<file path="config.mk">
export PLATFORM = sky130hd
export DESIGN_NAME = uart_cmd_comm_flat
export DESIGN_NICKNAME = d
export VERILOG_FILES = /design/src/rtl/uart_cmd_comm_if.sv /design/src/rtl/uart_cmd_comm.sv /design/src/flat_wrapper.sv
export SDC_FILE = /design/constraint.sdc
export NUM_CORES = 1
export LEC_CHECK = 0
export ABC_AREA = 1
export BUFFER_PORTS_ARGS = -buffer_cell sky130_fd_sc_hd__buf_2
export CORE_MARGIN = 2
export CORE_UTILIZATION = 50
export CTS_CLUSTER_DIAMETER = 50
export CTS_CLUSTER_SIZE = 10
export DETAILED_ROUTE_END_ITERATION = 8
export GPL_TIMING_DRIVEN = 1
export PLACE_DENSITY = 0.66
export SLEW_MARGIN = 10
export SYNTH_ARGS = -nofsm -noshare
export SYNTH_HDL_FRONTEND = slang
export SYNTH_SLANG_ARGS = --single-unit
</file>
<file path="constraint.sdc">
create_clock -name clk -period 3.8 [get_ports clk]
set_clock_uncertainty 0.15 [all_clocks]
set_input_delay 0.76 -clock clk [delete_from_list [all_inputs] [get_ports clk]]
set_output_delay 0.76 -clock clk [all_outputs]
set_load 0.02 [all_outputs]
</file>
<file path="src/rtl/uart_cmd_comm_if.sv">
// Pin/handshake bundle between the host UART endpoint (slave) and its
// surroundings (master): serial pins plus the core's cmd/response handshake.
interface uart_cmd_comm_if;
  logic        RX;
  logic        TX;
  logic [23:0] cmd;
  logic        cmd_rdy;
  logic        clr_cmd_rdy;
  logic [7:0]  resp_data;
  logic        send_resp;
  logic        resp_sent;
  logic        tx_busy;

  modport slave (
    input  RX, clr_cmd_rdy, resp_data, send_resp,
    output TX, cmd, cmd_rdy, resp_sent, tx_busy
  );

  modport master (
    output RX, clr_cmd_rdy, resp_data, send_resp,
    input  TX, cmd, cmd_rdy, resp_sent, tx_busy
  );
endinterface

</file>
<file path="src/rtl/uart_cmd_comm.sv">
// Host-side 8N1 UART endpoint: assembles 3 RX bytes into a 24-bit command and
// serialises single response bytes. `define CMD_TIMEOUT_EN to discard stale partial commands.
module uart_cmd_comm #(
  parameter int unsigned CLKS_PER_BIT = 868,
  parameter int unsigned TIMEOUT_BITS = 32
) (
  input  logic             clk,
  input  logic             rst,
  uart_cmd_comm_if.slave   bus_if
);

  localparam int unsigned CNT_W = $clog2(CLKS_PER_BIT);
  localparam logic [CNT_W-1:0] BIT_LAST  = CNT_W'(CLKS_PER_BIT - 1);
  localparam logic [CNT_W-1:0] HALF_LAST = CNT_W'(CLKS_PER_BIT / 2 - 1);

  localparam logic [1:0] S_IDLE  = 2'd0;
  localparam logic [1:0] S_START = 2'd1;
  localparam logic [1:0] S_DATA  = 2'd2;
  localparam logic [1:0] S_STOP  = 2'd3;

  if (CLKS_PER_BIT < 4 || TIMEOUT_BITS == 0) begin : g_bad_params
    $error("uart_cmd_comm: CLKS_PER_BIT must be >= 4 and TIMEOUT_BITS >= 1");
  end

  // RX path state
  logic             rx_meta_q, rx_sync_q;
  logic [1:0]       rx_state_q, rx_state_d;
  logic [CNT_W-1:0] rx_cnt_q, rx_cnt_d;
  logic [2:0]       rx_bit_q, rx_bit_d;
  logic [7:0]       rx_shift_q, rx_shift_d;
  logic [1:0]       byte_idx_q, byte_idx_d;
  logic [7:0]       shadow_hi_q, shadow_hi_d;
  logic [7:0]       shadow_mid_q, shadow_mid_d;
  logic [23:0]      cmd_q, cmd_d;
  logic             cmd_rdy_q, cmd_rdy_d;
  logic             rx_byte_ok;

`ifdef CMD_TIMEOUT_EN
  localparam int unsigned TO_CYCLES = TIMEOUT_BITS * CLKS_PER_BIT;
  localparam int unsigned TO_W      = $clog2(TO_CYCLES);
  localparam logic [TO_W-1:0] TO_LAST = TO_W'(TO_CYCLES - 1);
  logic [TO_W-1:0]  idle_cnt_q, idle_cnt_d;
`endif

  // TX path state
  logic [1:0]       tx_state_q, tx_state_d;
  logic [CNT_W-1:0] tx_cnt_q, tx_cnt_d;
  logic [2:0]       tx_bit_q, tx_bit_d;
  logic [7:0]       tx_data_q, tx_data_d;
  logic             tx_q, tx_d;
  logic             tx_busy_q, tx_busy_d;
  logic             resp_sent_q, resp_sent_d;

  always_ff @(posedge clk or posedge rst) begin
    if (rst) begin
      rx_meta_q    <= 1'b1;
      rx_sync_q    <= 1'b1;
      rx_state_q   <= S_IDLE;
      rx_cnt_q     <= '0;
      rx_bit_q     <= '0;
      rx_shift_q   <= '0;
      byte_idx_q   <= '0;
      shadow_hi_q  <= '0;
      shadow_mid_q <= '0;
      cmd_q        <= '0;
      cmd_rdy_q    <= 1'b0;
`ifdef CMD_TIMEOUT_EN
      idle_cnt_q   <= '0;
`endif
      tx_state_q   <= S_IDLE;
      tx_cnt_q     <= '0;
      tx_bit_q     <= '0;
      tx_data_q    <= '0;
      tx_q         <= 1'b1;
      tx_busy_q    <= 1'b0;
      resp_sent_q  <= 1'b0;
    end else begin
      rx_meta_q    <= bus_if.RX;
      rx_sync_q    <= rx_meta_q;
      rx_state_q   <= rx_state_d;
      rx_cnt_q     <= rx_cnt_d;
      rx_bit_q     <= rx_bit_d;
      rx_shift_q   <= rx_shift_d;
      byte_idx_q   <= byte_idx_d;
      shadow_hi_q  <= shadow_hi_d;
      shadow_mid_q <= shadow_mid_d;
      cmd_q        <= cmd_d;
      cmd_rdy_q    <= cmd_rdy_d;
`ifdef CMD_TIMEOUT_EN
      idle_cnt_q   <= idle_cnt_d;
`endif
      tx_state_q   <= tx_state_d;
      tx_cnt_q     <= tx_cnt_d;
      tx_bit_q     <= tx_bit_d;
      tx_data_q    <= tx_data_d;
      tx_q         <= tx_d;
      tx_busy_q    <= tx_busy_d;
      resp_sent_q  <= resp_sent_d;
    end
  end

  // RX framing, byte assembly and command handshake
  always_comb begin
    rx_state_d   = rx_state_q;
    rx_cnt_d     = rx_cnt_q;
    rx_bit_d     = rx_bit_q;
    rx_shift_d   = rx_shift_q;
    byte_idx_d   = byte_idx_q;
    shadow_hi_d  = shadow_hi_q;
    shadow_mid_d = shadow_mid_q;
    cmd_d        = cmd_q;
    cmd_rdy_d    = cmd_rdy_q;
    rx_byte_ok   = 1'b0;
`ifdef CMD_TIMEOUT_EN
    idle_cnt_d   = '0;
`endif

    case (rx_state_q)
      S_IDLE: begin
        if (!rx_sync_q) begin
          rx_state_d = S_START;
          rx_cnt_d   = '0;
        end
      end
      S_START: begin
        if (rx_cnt_q == HALF_LAST) begin
          rx_cnt_d   = '0;
          rx_bit_d   = '0;
          rx_state_d = rx_sync_q ? S_IDLE : S_DATA;
        end else begin
          rx_cnt_d = rx_cnt_q + CNT_W'(1);
        end
      end
      S_DATA: begin
        if (rx_cnt_q == BIT_LAST) begin
          rx_cnt_d   = '0;
          rx_shift_d = {rx_sync_q, rx_shift_q[7:1]};
          if (rx_bit_q == 3'd7) rx_state_d = S_STOP;
          else                  rx_bit_d   = rx_bit_q + 3'd1;
        end else begin
          rx_cnt_d = rx_cnt_q + CNT_W'(1);
        end
      end
      S_STOP: begin
        if (rx_cnt_q == BIT_LAST) begin
          rx_state_d = S_IDLE;
          rx_byte_ok = rx_sync_q;
        end else begin
          rx_cnt_d = rx_cnt_q + CNT_W'(1);
        end
      end
      default: rx_state_d = S_IDLE;
    endcase

`ifdef CMD_TIMEOUT_EN
    // Stale partial command: only counts while waiting between bytes
    if (rx_state_q == S_IDLE && byte_idx_q != 2'd0) begin
      if (idle_cnt_q == TO_LAST) byte_idx_d = 2'd0;
      else                       idle_cnt_d = idle_cnt_q + TO_W'(1);
    end
`endif

    // Clear first so a same-cycle third byte still lands and re-arms cmd_rdy
    if (bus_if.clr_cmd_rdy) cmd_rdy_d = 1'b0;

    if (rx_byte_ok && !cmd_rdy_d) begin
      case (byte_idx_q)
        2'd0: begin
          shadow_hi_d = rx_shift_q;
          byte_idx_d  = 2'd1;
        end
        2'd1: begin
          shadow_mid_d = rx_shift_q;
          byte_idx_d   = 2'd2;
        end
        default: begin
          cmd_d      = {shadow_hi_q, shadow_mid_q, rx_shift_q};
          cmd_rdy_d  = 1'b1;
          byte_idx_d = 2'd0;
        end
      endcase
    end
  end

  // TX serialiser; tx_data_q shifts right so bit 1 is always the next data bit
  always_comb begin
    tx_state_d  = tx_state_q;
    tx_cnt_d    = tx_cnt_q;
    tx_bit_d    = tx_bit_q;
    tx_data_d   = tx_data_q;
    tx_d        = tx_q;
    tx_busy_d   = tx_busy_q;
    resp_sent_d = resp_sent_q;

    case (tx_state_q)
      S_IDLE: begin
        if (bus_if.send_resp) begin
          tx_data_d   = bus_if.resp_data;
          resp_sent_d = 1'b0;
          tx_busy_d   = 1'b1;
          tx_d        = 1'b0;
          tx_cnt_d    = '0;
          tx_state_d  = S_START;
        end
      end
      S_START: begin
        if (tx_cnt_q == BIT_LAST) begin
          tx_cnt_d   = '0;
          tx_bit_d   = '0;
          tx_d       = tx_data_q[0];
          tx_state_d = S_DATA;
        end else begin
          tx_cnt_d = tx_cnt_q + CNT_W'(1);
        end
      end
      S_DATA: begin
        if (tx_cnt_q == BIT_LAST) begin
          tx_cnt_d = '0;
          if (tx_bit_q == 3'd7) begin
            tx_d       = 1'b1;
            tx_state_d = S_STOP;
          end else begin
            tx_bit_d  = tx_bit_q + 3'd1;
            tx_data_d = {1'b1, tx_data_q[7:1]};
            tx_d      = tx_data_q[1];
          end
        end else begin
          tx_cnt_d = tx_cnt_q + CNT_W'(1);
        end
      end
      S_STOP: begin
        if (tx_cnt_q == BIT_LAST) begin
          tx_cnt_d    = '0;
          tx_busy_d   = 1'b0;
          resp_sent_d = 1'b1;
          tx_state_d  = S_IDLE;
        end else begin
          tx_cnt_d = tx_cnt_q + CNT_W'(1);
        end
      end
      default: begin
        tx_d       = 1'b1;
        tx_state_d = S_IDLE;
      end
    endcase
  end

  assign bus_if.TX        = tx_q;
  assign bus_if.cmd       = cmd_q;
  assign bus_if.cmd_rdy   = cmd_rdy_q;
  assign bus_if.resp_sent = resp_sent_q;
  assign bus_if.tx_busy   = tx_busy_q;

endmodule

</file>
<file path="src/flat_wrapper.sv">
// flat-port wrapper written by rule: the top's interface ports become plain ports
module uart_cmd_comm_flat 
#(
  parameter int unsigned CLKS_PER_BIT = 868,
  parameter int unsigned TIMEOUT_BITS = 32
)
  (clk, rst, bus_if_RX, bus_if_clr_cmd_rdy, bus_if_resp_data, bus_if_send_resp, bus_if_TX, bus_if_cmd, bus_if_cmd_rdy, bus_if_resp_sent, bus_if_tx_busy);
  uart_cmd_comm_if bus_if_i ();
  input  logic clk;
  input  logic rst;
  input wire logic [$bits(bus_if_i.RX)-1:0] bus_if_RX;
  input wire logic [$bits(bus_if_i.clr_cmd_rdy)-1:0] bus_if_clr_cmd_rdy;
  input wire logic [$bits(bus_if_i.resp_data)-1:0] bus_if_resp_data;
  input wire logic [$bits(bus_if_i.send_resp)-1:0] bus_if_send_resp;
  output wire logic [$bits(bus_if_i.TX)-1:0] bus_if_TX;
  output wire logic [$bits(bus_if_i.cmd)-1:0] bus_if_cmd;
  output wire logic [$bits(bus_if_i.cmd_rdy)-1:0] bus_if_cmd_rdy;
  output wire logic [$bits(bus_if_i.resp_sent)-1:0] bus_if_resp_sent;
  output wire logic [$bits(bus_if_i.tx_busy)-1:0] bus_if_tx_busy;
  assign bus_if_i.RX = bus_if_RX;
  assign bus_if_i.clr_cmd_rdy = bus_if_clr_cmd_rdy;
  assign bus_if_i.resp_data = bus_if_resp_data;
  assign bus_if_i.send_resp = bus_if_send_resp;
  assign bus_if_TX = bus_if_i.TX;
  assign bus_if_cmd = bus_if_i.cmd;
  assign bus_if_cmd_rdy = bus_if_i.cmd_rdy;
  assign bus_if_resp_sent = bus_if_i.resp_sent;
  assign bus_if_tx_busy = bus_if_i.tx_busy;
  uart_cmd_comm #(.CLKS_PER_BIT(CLKS_PER_BIT), .TIMEOUT_BITS(TIMEOUT_BITS)) u_core (.clk(clk), .rst(rst), .bus_if(bus_if_i));
endmodule
</file>
==> results of run 1 <==
## metrics by stage
step           hold WS, ps  instance area (µm²)  cells
2_1_floorplan          195                 4510    536
3_3_place_gp           200                 4770    672
3_5_place_dp           203                 4770    672
4_1_cts                216                 4970    688
5_1_grt                219                 4970    688
6_report               214                 4970    688
## layout make-up
class                   count  area [µm²]  share of cell area [%]
multi-input cells         375        1860                    37.5
inverters                  52         196                    3.96
repair buffers             43         223                    4.48
clock inverters             6        53.8                    1.08
well taps                 108         135                    2.72
flip-flops and latches     94        2360                    47.4
clock buffers              10         138                    2.77
## metal layers
| metal | routed length (µm) | share of wire (%) | global-route usage, % |
|---|---|---|---|
| met1 | 4240 | 48 | 26.1 |
| met2 | 4170 | 47 | 32.1 |
| met3 | 259 | 2.9 | 3.26 |
| met4 | 127 | 1.4 | 7.80 |
| met5 | 0 | 0 | 0 |
## kinds of logic (layout without fill, tap and decap cells)
kind of cell	count (synthesis)	count (layout)
AND/OR/NAND/NOR	301	301
adder cells (fa/ha/maj)	12	12
multiplexers	6	6
AO/OA/AOI/OAI	53	53
flip-flops	94	94
XOR/XNOR	3	3
buffers and inverters	67	111
## critical path: stages, from the launching register on
cell,delay (ps)
sky130_fd_sc_hd__dfrtp_1,420
sky130_fd_sc_hd__ha_1,220
sky130_fd_sc_hd__nand2_1,100
sky130_fd_sc_hd__nor2_4,140
sky130_fd_sc_hd__nand4_4,160
sky130_fd_sc_hd__nor2_4,100
sky130_fd_sc_hd__buf_4,350
sky130_fd_sc_hd__nand2_1,700
sky130_fd_sc_hd__nand2_1,230
sky130_fd_sc_hd__o21ai_1,100
## cells in the mapped netlist
master / number / area [µm²]
sky130_fd_sc_hd__o21ai_2: 1 / 8.76
sky130_fd_sc_hd__nand3_4: 2 / 35.0
sky130_fd_sc_hd__clkbuf_1: 2 / 7.51
sky130_fd_sc_hd__o211ai_1: 1 / 7.51
sky130_fd_sc_hd__mux2i_1: 6 / 60.1
sky130_fd_sc_hd__a21boi_0: 1 / 7.51
sky130_fd_sc_hd__nor2_2: 1 / 6.26
sky130_fd_sc_hd__o21ai_0: 28 / 140
sky130_fd_sc_hd__nand3b_1: 3 / 22.5
sky130_fd_sc_hd__o21ai_1: 14 / 70.1
sky130_fd_sc_hd__clkinv_1: 2 / 7.51
sky130_fd_sc_hd__nand4_2: 2 / 25.0
sky130_fd_sc_hd__nand2_1: 186 / 698
sky130_fd_sc_hd__buf_6: 4 / 45.0
sky130_fd_sc_hd__nor3_1: 6 / 30.0
sky130_fd_sc_hd__dfrtp_1: 91 / 2280
sky130_fd_sc_hd__inv_2: 4 / 15.0
sky130_fd_sc_hd__nand3_1: 42 / 210
sky130_fd_sc_hd__nand4_1: 19 / 119
sky130_fd_sc_hd__xor2_1: 3 / 26.3
sky130_fd_sc_hd__a21oi_1: 4 / 20.0
sky130_fd_sc_hd__inv_1: 46 / 173
sky130_fd_sc_hd__o21bai_1: 2 / 15.0
sky130_fd_sc_hd__nor2_4: 3 / 33.8
sky130_fd_sc_hd__nor2_1: 35 / 131
sky130_fd_sc_hd__ha_1: 12 / 150
sky130_fd_sc_hd__dfstp_2: 3 / 78.8
sky130_fd_sc_hd__nor3b_1: 1 / 7.51
sky130_fd_sc_hd__o31ai_1: 1 / 7.51
sky130_fd_sc_hd__nand4_4: 1 / 21.3
sky130_fd_sc_hd__a21boi_2: 1 / 11.3
sky130_fd_sc_hd__buf_2: 9 / 45.0
## sequential cells by signal, summed over array words and instances, names as in the netlist, 2 cells and up, named ones only
register and count:
u_core.bus_if.cmd 24, u_core.rx_cnt_q 10, u_core.tx_cnt_q 10, u_core.rx_shift_q 8, u_core.shadow_hi_q 8, u_core.shadow_mid_q 8
u_core.tx_data_q 8, u_core.rx_bit_q 3, u_core.tx_bit_q 3, u_core.byte_idx_q 2, u_core.tx_state_q 2
## worst min path at each step
stage / endpoint / slack [ps]
5_1_grt: u_core.rx_sync_q / 220
3_3_place_gp: u_core.rx_sync_q / 200
4_1_cts: u_core.rx_sync_q / 220
6_report: u_core.rx_sync_q / 210
3_5_place_dp: u_core.rx_sync_q / 200
2_1_floorplan: u_core.rx_sync_q / 200
## report_power, final
group	switching [mW]	internal (mW)
registers	0.0514	1.08
logic	0.299	0.156
clock network	0.366	0.266
==> results.cfg, run 1 <==
[cts]
cts.hold.buffers_added = 0
cts_inserted_buffers = 9
cts_root_cell = sky130_fd_sc_hd__clkbuf_8
htree_num_levels = 3
buffers_from_clock_root_to_sink_at_most = 2
insertion_delay_ps = 360
tritoncts = built
worst_setup_hold_path_clk_slew_ps = 100
post_cts_resized = 0
cts_setup_buffers = 0
cts.sink_count = 94

[place]
place_congestion = 0.856
dp_hpwl_um = 6170
post_place_setup_slack_ps = 949
place.port_buffers = 40

[logic_synthesis]
synthesis.instances = 536
post_synth_num_cell_types = 32
synth_compound_gate_area_share_pct = 6.38
yosys_warnings = 0
post_synth_and_or_nand_nor_area_fraction_pct = 29.7
adder_and_majority_cell_fraction_of_the_synthesized_area_pct = 3.33
netlist_area_mm2 = 0.00451
yosys.area_share.xor_xnor_pct = 0.582
synthMuxAreaShare_pct = 1.33
synth_top_family_by_area = simple AND/OR/NAND/NOR gates
synth_seq_cells = 94
syn_avg_cell_area_um2 = 8.42
synth-seq-area-share_pct = 52.2
synthesis.nets = 561

[worst_hold_path]
worst_hold_startpoint = u_core.rx_meta_q
hp-class = register to register
holdPathStages = 0

[critical_path]
crit_required_ps = 3860
critical_path.reg2reg.startpoint = u_core.rx_cnt_q[0]
worst_setup_path_endpoint = u_core.bus_if.cmd[6]
worst-r2r-cell-count = 9
cp.arrival_ps = 2900
critical_path.max_fanout = 38
worst_setup_path_start_kind = register
regToRegEndpoint = u_core.bus_if.cmd[6]
timing.reg2reg.setup_slack_ps = 960
timing.critical_path.from = u_core.rx_cnt_q[0]
sort_of_element_at_the_end_of_the_critical_path = register
criticalPathCategory = register to register

[detailed_routing]
drt-initial-drc-count = 162
wl_per_cell_um = 12.8
drc_errors = 0
routed_via_density = 5.14
drtPass1Iterations = 4
finalWirelength_um = 8800
via_count = 3539
route.antenna.remaining_nets = 0

[outcome]
status = complete, no violations

[finish]
layout-area-overhead-vs-synth_pct = 10.0
nNetsFinal = 600
fin_util_pct = 56.9
final.fill_count = 816
final_cell_mix = sky130_fd_sc_hd__nand2_1 (186), sky130_fd_sc_hd__dfrtp_1 (91), sky130_fd_sc_hd__inv_1 (45)
layout.cells.most_common = sky130_fd_sc_hd__nand2_1
post_route_cells_drive_above_1_share_pct = 13.4
antennaDiodeCount = 0

[global_routing]
first_global_vias = 3509
groute.usage.overall_pct = 19.6
grt_first_pass_wirelength_um = 15800
gr-total-overflow = 0
grt_start_max_net_pins = 50
grt_antenna_before_repair = 0

[die]
die_height_um = 99.0
initial_utilization_pct = 51.8
core_area_mm2 = 0.00872
rows = 34
ioPinCount = 41
die_boundary_width_um = 99.0
dieArea_mm2 = 0.00980

[timing]
worst_slew_pin_slew_ps = 1010
slew_headroom_pct = 32.2
finalSetupViolations = 0
grt_setup_unrepaired = no
setup_tns_ps = 0
fmax_ghz = 0.352
final_period_util_pct = 74.9
post_layout_worst_setup_margin_ps = 956
slew_violations = 0
min_tclk_post_route_ps = 2840
hold_violations = 0

[power]
power-per-cell-area_mw_per_mm2 = 447
irDropWorstVdd_v = 0.000244
leakagePower_nw = 2.61
fin_total_pwr_mw = 2.22

[job]
cap_violations = 0
Note: power is estimated with default switching activity, not from simulation.
==> inputs of run 2 (changes only) <==
- PLACE_DENSITY: 0.66 -> 0.69
- clock period: 3.8 -> 2.5 ns (I/O delays scaled with it)
==> run 2 against run 1 <==
Against the previous run:
- clock-buffer cell count grew 1
- sequential power grew 52%
- largest cell class unchanged
- worst setup slack lost 560 ps
- critical path depth grew 1
==> results.cfg, run 2 (synthesis gave the netlist of run 1 again) <==
[outcome]
status = complete, no violations

[global_routing]
grt_first_pass_wirelength_um = 15600
gr-total-overflow = 0
grt_start_max_net_pins = 52
groute.usage.overall_pct = 19.6
grt_antenna_before_repair = 0
first_global_vias = 3427

[die]
die_height_um = 99.0
rows = 34
dieArea_mm2 = 0.00980
ioPinCount = 41
initial_utilization_pct = 51.8
core_area_mm2 = 0.00872
die_boundary_width_um = 99.0

[timing]
slew_headroom_pct = 59.5
setup_tns_ps = 0
final_period_util_pct = 84.2
worst_slew_pin_slew_ps = 608
post_layout_worst_setup_margin_ps = 394
grt_setup_unrepaired = no
hold_violations = 0
slew_violations = 0
fmax_ghz = 0.475
finalSetupViolations = 0
min_hold_slack_ps = 29.1
min_tclk_post_route_ps = 2110

[critical_path]
largest_delay_contributor_family_on_the_critical_path = simple AND/OR/NAND/NOR gates
criticalPathCategory = register to register
critical_path_cell_count = 10
critPathMostFrequentCell = sky130_fd_sc_hd__nand2_1
cp.arrival_ps = 2200
crit_required_ps = 2590
critical-path-slowest-cell = sky130_fd_sc_hd__dfrtp_1
critical_path_buffer_and_inverter_count = 2
worst-r2r-cell-count = 10
sort_of_element_at_the_end_of_the_critical_path = register
critical_path.cell_chain = ha_1 -> nand2_1 -> nor2_4 -> nand4_4 -> nor2_4 -> buf_12 -> nand2_1 -> buf_4 -> nand2_1 -> nand2_1
critical_path.max_fanout = 38
worst_setup_path_start_kind = register
cp_slowest_stage_delay_ps = 420

[place]
place.port_buffers = 40
dp_hpwl_um = 6080
place_congestion = 0.862
post_place_setup_slack_ps = 420

[finish]
final_cell_mix = sky130_fd_sc_hd__nand2_1 (186), sky130_fd_sc_hd__dfrtp_1 (91), sky130_fd_sc_hd__inv_1 (45)
layout.cells.most_common = sky130_fd_sc_hd__nand2_1
nNetsFinal = 604
largest_reg_flops = 24
fin_util_pct = 57.8
post_route_cells_drive_above_1_share_pct = 13.9
antennaDiodeCount = 0
layout-area-overhead-vs-synth_pct = 11.6

[cts]
cts_setup_buffers = 0
cts.sink_count = 94
cts.hold.buffers_added = 0
post_cts_resized = 0
insertion_delay_ps = 360
worst_setup_hold_path_clk_slew_ps = 100
buffers_from_clock_root_to_sink_at_most = 2
htree_num_levels = 3
tritoncts = built
cts_inserted_buffers = 9
cts_root_cell = sky130_fd_sc_hd__clkbuf_8

[power]
irDropWorstVdd_v = 0.000319
power-per-cell-area_mw_per_mm2 = 688
leakagePower_nw = 2.64

[detailed_routing]
routed_via_density = 5.13
wl_per_cell_um = 12.3
finalWirelength_um = 8530
drt-initial-drc-count = 219
via_count = 3552
drtPass1Iterations = 6
route.antenna.remaining_nets = 0
drc_errors = 0

[worst_hold_path]
hp-class = primary input to asynchronous set/reset pin

[job]
cap_violations = 0
[run 2: cell types whose count changed in the layout (fill, tap and decap cells not counted), sizes merged]
| cell | before | now |
|---|---|---|
| buf | 43 | 47 |
| clkinvlp | 1 | 2 |
| bufinv | 0 | 1 |
| clkinv | 6 | 3 |
| clkbuf | 10 | 11 |
[run 2: routing by layer]
metal	vias to the layer above	wire length, µm	global-route usage (%)	part of all wire (%)
met1	1653	4200	27.5	49
met4	0	99	6.32	1.2
met2	64	3910	31.0	46
met3	8	324	3.55	3.8
li1	1827	-	-	-
met5	-	0	0	0
[run 2: final timing paths]
path	startpoint	to	slack [ps]
max	u_core.rx_cnt_q[0]	u_core.bus_if.cmd[12]	390
min	rst	u_core.tx_data_q[7]	30
max reg2reg	u_core.rx_cnt_q[0]	u_core.bus_if.cmd[12]	390
min reg2reg	u_core.rx_meta_q	u_core.rx_sync_q	210
max in group asynchronous	rst	u_core.rx_meta_q	1500
min in group clk	bus_if_RX	u_core.rx_meta_q	90
[run 2: area by class of cell]
| class | count | area [µm²] |
|---|---|---|
| sequential | 94 | 2360 |
| clock buffer | 11 | 141 |
| tap | 108 | 135 |
| inverter | 52 | 199 |
| clock inverter | 5 | 63.8 |
| fill | 764 | 3680 |
| multi-input combinational | 375 | 1860 |
| timing repair buffer | 47 | 278 |
[run 2: power breakdown]
part | internal, mW | switching (mW) | leakage, nW
logic | 0.255 | 0.459 | 1.28
clock network | 0.500 | 0.535 | 0.101
registers | 1.64 | 0.0748 | 1.26
[run 2: worst reg2reg max path, cell delays in order, from the launching register on]
cell and delay, ps:
sky130_fd_sc_hd__dfrtp_1 420, sky130_fd_sc_hd__ha_1 230, sky130_fd_sc_hd__nand2_1 110, sky130_fd_sc_hd__nor2_4 150
sky130_fd_sc_hd__nand4_4 160, sky130_fd_sc_hd__nor2_4 130, sky130_fd_sc_hd__buf_12 200, sky130_fd_sc_hd__nand2_1 100
sky130_fd_sc_hd__buf_4 220, sky130_fd_sc_hd__nand2_1 80, sky130_fd_sc_hd__nand2_1 50
[run 2: stage by stage]
step / cell area (µm²) / std cells / power (mW)
final: 5040 / 692 / 3.47
after global routing: 5040 / 692 / 3.71
after CTS: 5040 / 692 / 3.50
after detailed placement: 4830 / 676 / 2.46
after global placement: 4830 / 676 / 2.44
after floorplan: 4520 / 536 / 2.29
